## config.mk

```make
export PLATFORM = sky130hd
export DESIGN_NAME = debounce_scheduler
export DESIGN_NICKNAME = d
export VERILOG_FILES = /design/src/rtl/debounce_scheduler.sv
export SDC_FILE = /design/constraint.sdc
export NUM_CORES = 1
export LEC_CHECK = 0
export CAP_MARGIN = 15
export CORE_ASPECT_RATIO = 1.1
export CORE_UTILIZATION = 47
export CTS_CLUSTER_SIZE = 30
export DETAILED_ROUTE_END_ITERATION = 6
export GPL_TIMING_DRIVEN = 0
export PLACE_DENSITY = 0.73
export SETUP_SLACK_MARGIN = 0.05
export SYNTH_ARGS = -nofsm -noshare
export SYNTH_HDL_FRONTEND = slang
export SYNTH_SLANG_ARGS = --single-unit
```

## constraint.sdc

```tcl
create_clock -name clk -period 1.8 [get_ports clk]
set_input_delay 0.27 -clock clk [delete_from_list [all_inputs] [get_ports clk]]
set_output_delay 0.27 -clock clk [all_outputs]
set_load 0.005 [all_outputs]
```

## src/rtl/debounce_scheduler.sv

```systemverilog
// Debounces N synchronized inputs with one settle timer granted round-robin to mismatching inputs.
// Latency: stable/one_shot update DELAY_CYCLES+3 edges after the raw level is first sampled.
// Backpressure: inputs waiting for the timer keep their mismatch and are served within N-1 grants.
module debounce_scheduler #(
    parameter  int N            = 4,
    parameter  int DELAY_CYCLES = 10,
    localparam int IDX_W        = $clog2(N)
) (
    input  logic             clk,
    input  logic             nrst,
    input  logic [N-1:0]     sw,
    output logic [N-1:0]     stable,
    output logic [N-1:0]     one_shot,
    output logic             busy,
    output logic [IDX_W-1:0] active_idx
);

    localparam int               CNT_W    = $clog2(DELAY_CYCLES + 1);
    localparam logic [CNT_W-1:0] CNT_LAST = CNT_W'(DELAY_CYCLES - 1);

    typedef enum logic [1:0] {
        S_IDLE  = 2'd0,
        S_WAIT  = 2'd1,
        S_CHECK = 2'd2
    } state_t;

    state_t           state, state_nxt;
    logic [N-1:0]     s1, s2;
    logic [N-1:0]     mismatch;
    logic [N-1:0]     stable_nxt, one_shot_nxt;
    logic [IDX_W-1:0] idx, idx_nxt;
    logic [IDX_W-1:0] ptr, ptr_nxt;
    logic [CNT_W-1:0] cnt, cnt_nxt;
    logic             req_vld;
    logic [IDX_W-1:0] req_idx;

    function automatic logic [IDX_W-1:0] idx_add(input logic [IDX_W-1:0] base, input int ofs);
        int sum;
        sum = int'(base) + ofs;
        if (sum >= N) begin
            sum = sum - N;
        end
        return IDX_W'(sum);
    endfunction

    always_ff @(posedge clk or negedge nrst) begin
        if (!nrst) begin
            s1 <= '0;
            s2 <= '0;
        end else begin
            s1 <= sw;
            s2 <= s1;
        end
    end

    assign mismatch = s2 ^ stable;

    // Descending scan so the lowest offset from ptr wins the grant.
    always_comb begin
        req_vld = 1'b0;
        req_idx = '0;
        for (int k = N - 1; k >= 0; k--) begin
            if (mismatch[idx_add(ptr, k)]) begin
                req_vld = 1'b1;
                req_idx = idx_add(ptr, k);
            end
        end
    end

    always_comb begin
        state_nxt    = state;
        idx_nxt      = idx;
        ptr_nxt      = ptr;
        cnt_nxt      = cnt;
        stable_nxt   = stable;
        one_shot_nxt = '0;
        unique case (state)
            S_IDLE: begin
                if (req_vld) begin
                    idx_nxt   = req_idx;
                    cnt_nxt   = '0;
                    state_nxt = S_WAIT;
                end
            end
            S_WAIT: begin
                if (!mismatch[idx]) begin
                    state_nxt = S_IDLE;
                    ptr_nxt   = idx_add(idx, 1);
                end else if (cnt == CNT_LAST) begin
                    state_nxt = S_CHECK;
                end else begin
                    cnt_nxt = cnt + 1'b1;
                end
            end
            S_CHECK: begin
                if (mismatch[idx]) begin
                    stable_nxt[idx]   = s2[idx];
                    one_shot_nxt[idx] = s2[idx];
                end
                state_nxt = S_IDLE;
                ptr_nxt   = idx_add(idx, 1);
            end
            default: begin
                state_nxt = S_IDLE;
            end
        endcase
    end

    always_ff @(posedge clk or negedge nrst) begin
        if (!nrst) begin
            state    <= S_IDLE;
            idx      <= '0;
            ptr      <= '0;
            cnt      <= '0;
            stable   <= '0;
            one_shot <= '0;
        end else begin
            state    <= state_nxt;
            idx      <= idx_nxt;
            ptr      <= ptr_nxt;
            cnt      <= cnt_nxt;
            stable   <= stable_nxt;
            one_shot <= one_shot_nxt;
        end
    end

    assign busy       = (state != S_IDLE);
    assign active_idx = idx;

endmodule

```

# Word level (Yosys, flattened, before mapping)
# Index checks and enable logic that the tools add are counted.
# totals
register_bits,26
latchBits,0
mem_bits_rw,0
romBits,0
input_bits,6
output_inout_bits,11
elab_cells,89
n_memories,0
# classes
add_sub_neg,10
multipliers,0
div,0
magnitude_cmp,11
eq_ne,8
n_shift,0
n_mux,40
bitwise,2
n_reduce_logical,10
# op_table
operator,count
two-way mux 2 bit,13
two-way mux 4 bit,5
"less-than comparator 2 x 3 -> 1 bit, second input constant",5
binary-select mux 1 bit (select 2 bit),6
"greater-or-equal comparator 3 bit, second input constant",4
two-way mux 1 bit,11
"subtractor 2 x 1 -> 2 bit, second input constant",5
"inequality test 2 bit, second input constant",4
one-hot mux 2 bit (2 select lines),2
one-hot mux 4 bit (2 select lines),1
AND reduction 2 bit,4
"adder 2 x 1 -> 3 bit, second input constant",2
"adder 2 x 2 -> 3 bit, second input constant",2
nonzero test 2 bit,3
"adder 4 x 1 -> 4 bit, second input constant",1
bitwise AND 4 bit,1
bitwise mux 4 bit,1
"== test 4 bit, second input constant",1
AND reduction 4 bit,1
XOR 4 bit,1
"greater-or-equal comparator 2 x 3 -> 1 bit, second input constant",1
"inequality test 3 bit, second input constant",1
demux 1 bit (select 2 bit),1
"== test 2 x 1 -> 1 bit, second input constant",1
4 further kinds,4

# Depth between registers and ports, before layout
# Gate-level depths: netlist of run 1.
# depth
depth_word,11
ltp_mapped,5
ltp_nobuf,5

# Worst setup path after synthesis of run 1
# OpenSTA, ideal clock, no wires.
# synth_timing
path_kind,register to register
start,register stable[0]
end,register stable[2]
t_arrival_ns,1.581
t_required_ns,1.679
setup_slack_ns,0.098
stages_incl_launch_ff,6
n_path_buf,1
period_less_slack_ns,1.702
path_cell_list,dfrtp_1 xor2_1 mux4_2 and3_1 buf_6 a22o_1
# synth_via
elab_chain_cells,4
# synth_rtl
item,line,text
from (decl),12,"output logic [N-1:0] stable,"
from (signal assigned),122,stable <= stable_nxt;
XOR 4 bit,56,assign mismatch = s2 ^ stable;
binary-select mux 1 bit (select 2 bit),96,if (mismatch[idx]) begin
two-way mux 1 bit (implied by the code),96,
AND reduction 2 bit (no source line),n/a,
# Every way passes these cells. The select of a mux whose other input is x is not followed.
# A chain may end at the register's enable or synchronous reset.

# Worst setup path in the final report of run 1
# layout_timing
start,register s2[2]
end,register cnt[2]
# layout_via
elab_chain_cells,9
elab_cells_between_ends,18
classes_between,eq/ne: 2; mux: 14; bitwise: 1; reduce/logical: 1
# layout_rtl
item,line,text
from (decl),28,"logic [N-1:0] s1, s2;"
from (signal assigned),49,s2 <= '0;
from (signal assigned),52,s2 <= s1;
XOR 4 bit *,56,
binary-select mux 1 bit (select 2 bit),63,"if (mismatch[idx_add(ptr, k)]) begin"
two-way mux 1 bit (implied by the code),63,
two-way mux 1 bit (4 in series),63,
inequality test 2 bit (no source line),n/a,
AND reduction 4 bit (no source line) *,n/a,
to (signal assigned),121,cnt <= cnt_nxt;
to (decl),33,"logic [CNT_W-1:0] cnt, cnt_nxt;"
# Every way passes the cells marked *; elsewhere a longest branch is shown, timed or not. The select of a mux whose other input is x is not followed.

==> impl_metrics.csv, run 1 <==
group,metric,value,unit
outcome,outcome,"complete, no violations",
sta,setup_viol,0,
sta,timing.final.ws_setup,57.7,ps
floorplanning,start_util,52.0,%
flow_run,maxCapViolCount,0,
power,switchingPower,0.680,mW
grt,grtUsageTotal,19.3,%
power,powerDensity,1190,nW/um2
critical_path,r2r_start,"s2[2]",
route,drt-pass1-iter-count,4,
grt,antenna_found_initial,0,
worst_hold_path,hp-class,"in2async",
yosys,synth_area_leaders,"dfrtp_1 53%, ha_1 6.2%, mux2i_1 4.1%, mux4_2 3.7%, nand2_1 3.1%",
final_layout,antennaDiodeCount,0,
critical_path,start_kind,"flop",
yosys,synth_cell_types,30,
yosys,synth-seq-cells,26,
final_layout,drive_gt1_share,24.8,%
yosys,synth_area_per_cell,11.8,um2
floorplanning,ios,17,
critical_path,cp.arrival,1990,ps
critical_path,r2r_cells,5,
clock_tree,worst_skew_pair.late_latency,320,ps
sta,min_period_over_period,96.8,%
clock_tree,cts_tree,"done",
yosys,synth_area_leader_cell,"dfrtp_1",
clock_tree,ctsHoldBuffers,0,
critical_path,end_kind,"flop",
sta,fin_worst_hold_slack,224,ps
power,power_frac_comb,41.2,%
route,drc,0,
yosys,ys_seq_area_share,53.4,%
yosys,yosys.cell_count.top_type,"dfrtp_1",
critical_path,reg2reg_slack,60,ps
grt,grt.overflow.total,0,
floorplanning,die_w,50.5,um
route,drt_iter0_drc,44,
placement,dp_hpwl,1.56,mm
grt,grt_pass1_wl,4.01,mm
clock_tree,htree_levels,1,
critical_path,crit_required,2050,ps
sta,hold_violations,0,
floorplanning,core_area,2340,um2
floorplanning,die_h,55.4,um
grt,grt_pass1_vias,927,
yosys,syn_nets,115,
power,seqPwrFrac,38.9,%
grt,grt_max_degree,27,
yosys,ys_warn_count,0,
route,drt_wl_total,2.67,mm
yosys,async_flop_share,100,%
sta,tightest_slew,565,ps
route,wl_per_cell,16.0,um
clock_tree,numClockSinks,26,
power,internal-power,1.29,mW
placement,place_congestion,0.822,
power,ir_worst_vdd,1.10,mV
clock_tree,worst_setup_hold_path_clk_slew,140,ps
power,total_power,1.97,mW
yosys,synth_edf_count,0,
final_layout,layout.nets,150,
route,vias,944,
critical_path,crit_type,"reg2reg",
power,power.share.clock,19.9,%
yosys,netlist_area,1220,um2
yosys,synthCells,103,
clock_tree,cts_buffers,3,
clock_tree,cts_buffer_depth,2,
sta,fin_setup_tns,0,ps
floorplanning,rows,18,
critical_path,crit_fanout,10,
critical_path,r2r_end,"cnt[2]",
yosys,synthTopCellsByCount,"26 x dfrtp_1, 10 x nand2_1, 7 x nand3_1",
sta,fin_worst_skew,7.75,ps
sta,slew_headroom,62.2,%
route,postRouteAntennaNets,0,
sta,maxSlewViolCount,0,
final_layout,final_util,70.9,%
yosys,synth_top_area_share,53.4,%
floorplanning,die_area,2800,um2
sta,timing.fmax,0.574,GHz
power,leakage,0.769,nW
final_layout,fillCellCount,168,
placement,dp_worst_setup_slack,-82.1,ps
route,drt-vias-per-instance,5.65,
yosys,ys.flop_type,"dfrtp_1",
clock_tree,clock-root-buffer,"clkbuf_4",
final_layout,area_delta_synth_final,36.4,%
sta,rsz0062_at_grt,"true",
power,switching_share,34.5,%
sta,min_period,1740,ps
placement,io_buffer_count,16,
## cell type report
class	count	area (um2)	share of cell area, %
buffer	2	15.0	0.904
inverter	5	18.8	1.13
tap	30	37.5	2.26
timing repair buffer	31	293	17.6
sequential	26	656	39.5
clock inverter	1	30.0	1.81
multi-input combinational	69	588	35.4
clock buffer	3	22.5	1.36
## layout by cell type (no fill, tap or decap), types with 2 or more instances in the layout
cell             Yosys  final
dfrtp_1             26     22
clkdlybuf4s50_1      0     16
buf_4                1     14
nand2_1             10     10
nand3_1              7      6
ha_1                 6      6
inv_1                5      5
mux2i_1              5      5
and2_1               4      4
a22o_1               4      4
dfrtp_2              0      4
xor2_2               0      3
clkbuf_4             0      3
mux4_2               2      2
nor2b_1              2      2
nand3b_1             2      2
nand2b_1             2      2
and3_1               3      2
xnor2_1              2      2
a211oi_1             2      2
o21ai_0              2      2
nor2_1               3      2
## stage by stage
stage	instances	instance area, um2
after floorplan	103	1220
after global placement	149	1420
after detailed placement	149	1420
after CTS	163	1580
after global routing	167	1660
final	167	1660
## layer usage
metal / wire length, um / vias up / GRT usage, % / part of all wire, %
met5: 0 / - / 0 / 0
met4: 42 / 0 / 8.73 / 1.6
met3: 144 / 7 / 2.48 / 5.4
met2: 1370 / 52 / 33.0 / 51
met1: 1110 / 461 / 23.8 / 42
li1: - / 424 / - / -
## power by group through the flow
stage,combinational [mW],clock (mW),sequential [mW]
final,0.811,0.393,0.766
after CTS,0.713,0.400,0.761
after detailed placement,0.627,0,0.784
after global placement,0.607,0,0.779
after floorplan,0.440,0,0.759
after global routing,0.892,0.421,0.780
## state kept, by name, indices dropped and copies added (netlist names)
name,cells
s2,4
state,2
stable,4
one_shot,4
ptr,2
cnt,4
s1,4
active_idx,2
## logic make-up after synthesis
kind of cell	Yosys count	share of synthesized area [%]
adders and majority gates	6	6.17
and+or+nand+nor	34	14.3
AOI/OAI and AO/OA	16	10.6
muxes	7	7.81
buffers and inverters	8	3.39
xor gates and xnor gates	6	4.32
DFF	26	53.4
## worst max path at each step
stage                     cells past startpoint        end           from  slack, ps
after detailed placement                      5  stable[2]  active_idx[0]        -80
after CTS                                     5     ptr[0]          s2[0]         50
after global routing                          5     cnt[2]          s2[0]          6
final                                         5     cnt[2]          s2[2]         60
after global placement                        5     ptr[0]  active_idx[0]        -60
after floorplan                               5  stable[2]      stable[0]        100
## critical path, stage by stage (launching register included)
cell	delay (ps)
dfrtp_1	440
xor2_1	210
mux4_2	550
buf_6	180
nand4_1	110
mux2i_1	190
## timing repair
action,in CTS,in global routing
endpoints found under the hold margin,0,0
gates resized for setup,9,5
endpoints found under the setup margin,15,11
setup buffers,11,3
cloned,0,0
pin swaps,6,3
Power figures use the tool's default switching activity.
==> inputs of run 2 (changes only) <==
--- a/config.mk
+++ b/config.mk
@@ -7,11 +7,10 @@
 export LEC_CHECK = 0
 export CAP_MARGIN = 15
 export CORE_ASPECT_RATIO = 1.1
-export CORE_UTILIZATION = 47
+export CORE_UTILIZATION = 40
 export CTS_CLUSTER_SIZE = 30
 export DETAILED_ROUTE_END_ITERATION = 6
 export GPL_TIMING_DRIVEN = 0
-export PLACE_DENSITY = 0.73
 export SETUP_SLACK_MARGIN = 0.05
 export SYNTH_ARGS = -nofsm -noshare
 export SYNTH_HDL_FRONTEND = slang
==> run 2 against run 1 <==
  * Critical path type unchanged
  * Critical path depth grew 1
  * Via count is 0.85% higher
  * Hold slack got worse by 19 ps
  * Final cell count is 3.6% higher
  * Clock skew down 6.3 ps
  * Total power up 1.8%
  * Highest routed layer unchanged
  * First-iteration DRC count shrank 48%
  * Worst setup slack lost 40 ps
  * Clock power up 1%
  * Utilization down 11 points
  * Die area rose by 17%
==> impl_metrics.csv, run 2 (synthesis results as in run 1) <==
group,metric,value,unit
outcome,outcome,"complete, no violations",
grt,grtUsageTotal,17.6,%
route,postRouteAntennaNets,0,
clock_tree,htree_levels,1,
clock_tree,cts_buffer_depth,2,
floorplanning,die_w,54.6,um
floorplanning,start_util,43.1,%
critical_path,r2r_cells,6,
sta,slew_headroom,62.1,%
grt,grt_pass1_wl,3.99,mm
grt,grt.overflow.total,0,
clock_tree,cts_tree,"done",
critical_path,reg2reg_slack,20,ps
final_layout,layout.nets,153,
sta,timing.fmax,0.561,GHz
sta,min_period_over_period,99.0,%
sta,timing.final.ws_setup,17.2,ps
final_layout,area_delta_synth_final,38.3,%
route,wl_per_cell,14.8,um
placement,io_buffer_count,16,
placement,placed_cells,152,
clock_tree,cts_buffers,3,
critical_path,crit_type,"reg2reg",
critical_path,cp.arrival,1980,ps
sta,fin_worst_skew,1.46,ps
critical_path,r2r_end,"ptr[1]",
floorplanning,rows,20,
critical_path,cpPeakStageDelay,550,ps
clock_tree,worst_setup_hold_path_clk_slew,140,ps
placement,place_congestion,0.869,
power,leakage,0.780,nW
worst_hold_path,hp-class,"in2async",
final_layout,antennaDiodeCount,0,
route,drt-vias-per-instance,5.50,
critical_path,crit_buf_inv,2,
critical_path,path_cells,"xor2_2 -> mux4_2 -> buf_6 -> buf_4 -> nand3b_1 -> o211ai_1",
final_layout,final_util,59.6,%
route,drt-pass1-iter-count,4,
critical_path,slowest_stage,"mux4_2",
critical_path,start_kind,"flop",
sta,fin_worst_hold_slack,205,ps
floorplanning,ios,17,
clock_tree,worst_skew_pair.late_latency,310,ps
placement,dp_hpwl,1.56,mm
clock_tree,numClockSinks,26,
floorplanning,die_area,3270,um2
final_layout,layoutNonFillerInstCount,173,
flow_run,maxCapViolCount,0,
critical_path,crit_fanout,5,
route,drc,0,
placement,dp_worst_setup_slack,-82.6,ps
grt,antenna_found_initial,0,
critical_path,r2r_start,"s2[2]",
route,drt_wl_total,2.55,mm
power,total_power,2.01,mW
final_layout,mostFrequentLayoutCells,"23 x dfrtp_1, 16 x clkdlybuf4s50_1, 16 x buf_4",
sta,hold_violations,0,
power,ir_worst_vdd,0.707,mV
grt,grt_pass1_vias,860,
grt,grt_max_degree,27,
floorplanning,die_h,59.9,um
floorplanning,core_area,2830,um2
sta,min_period,1780,ps
sta,tightest_slew,567,ps
placement,placed_cell_area,1420,um2
route,vias,952,
final_layout,drive_gt1_share,26.4,%
sta,setup_viol,0,
critical_path,critical-path-top-delay-family,"multiplexers",
clock_tree,clock-root-buffer,"clkbuf_4",
power,powerDensity,1190,nW/um2
sta,fin_setup_tns,0,ps
critical_path,end_kind,"flop",
critical_path,crit_required,2000,ps
final_layout,layout_commonest_cell,"dfrtp_1",
sta,maxSlewViolCount,0,
route,drt_iter0_drc,23,
sta,rsz0062_at_grt,"true",
final_layout,design_area,1680,um2
## run 2: routing by layer
| metal | routed length [um] | share of wire (%) | GRT usage [%] | up-vias |
|---|---|---|---|---|
| met5 | 0 | 0 | 0 | - |
| met4 | 17 | 0.67 | 5.49 | 0 |
| met3 | 75 | 2.9 | 2.29 | 2 |
| met2 | 1420 | 55 | 31.7 | 30 |
| met1 | 1040 | 41 | 20.9 | 482 |
| li1 | - | - | - | 438 |
## run 2: area by class of cell
cell class / count / area [um2]
Inverter: 5 / 18.8
Clock buffer: 3 / 22.5
Fill cell: 228 / 1140
Buffer: 2 / 15.0
Multi-Input combinational cell: 69 / 589
Clock inverter: 1 / 30.0
Sequential cell: 26 / 654
Tap cell: 33 / 41.3
Timing Repair Buffer: 34 / 313
## run 2: worst max-delay path by stage
| stage | start | end | slack [ps] | cells past startpoint |
|---|---|---|---|---|
| final | s2[2] | ptr[1] | 20 | 6 |
| after global routing | s2[2] | ptr[0] | -40 | 5 |
| after CTS | stable[2] | ptr[0] | 20 | 5 |
| after detailed placement | active_idx[0] | ptr[0] | -80 | 5 |
| after global placement | active_idx[0] | ptr[0] | -70 | 5 |
| after floorplan | stable[0] | stable[2] | 100 | 5 |
## run 2: repair_timing
| item | 4_1_cts | 5_1_grt |
|---|---|---|
| resized for setup | 10 | 4 |
| gates cloned | 0 | 1 |
| hold buffers | 0 | 0 |
| setup endpoints to repair | 16 | 11 |
| pin swaps | 5 | 9 |
| buffers inserted | 11 | 5 |
## run 2: where the power goes
group	switching, mW	internal [mW]	total (mW)
combinational	0.415	0.427	0.842
clock	0.172	0.225	0.397
sequential	0.0912	0.675	0.766
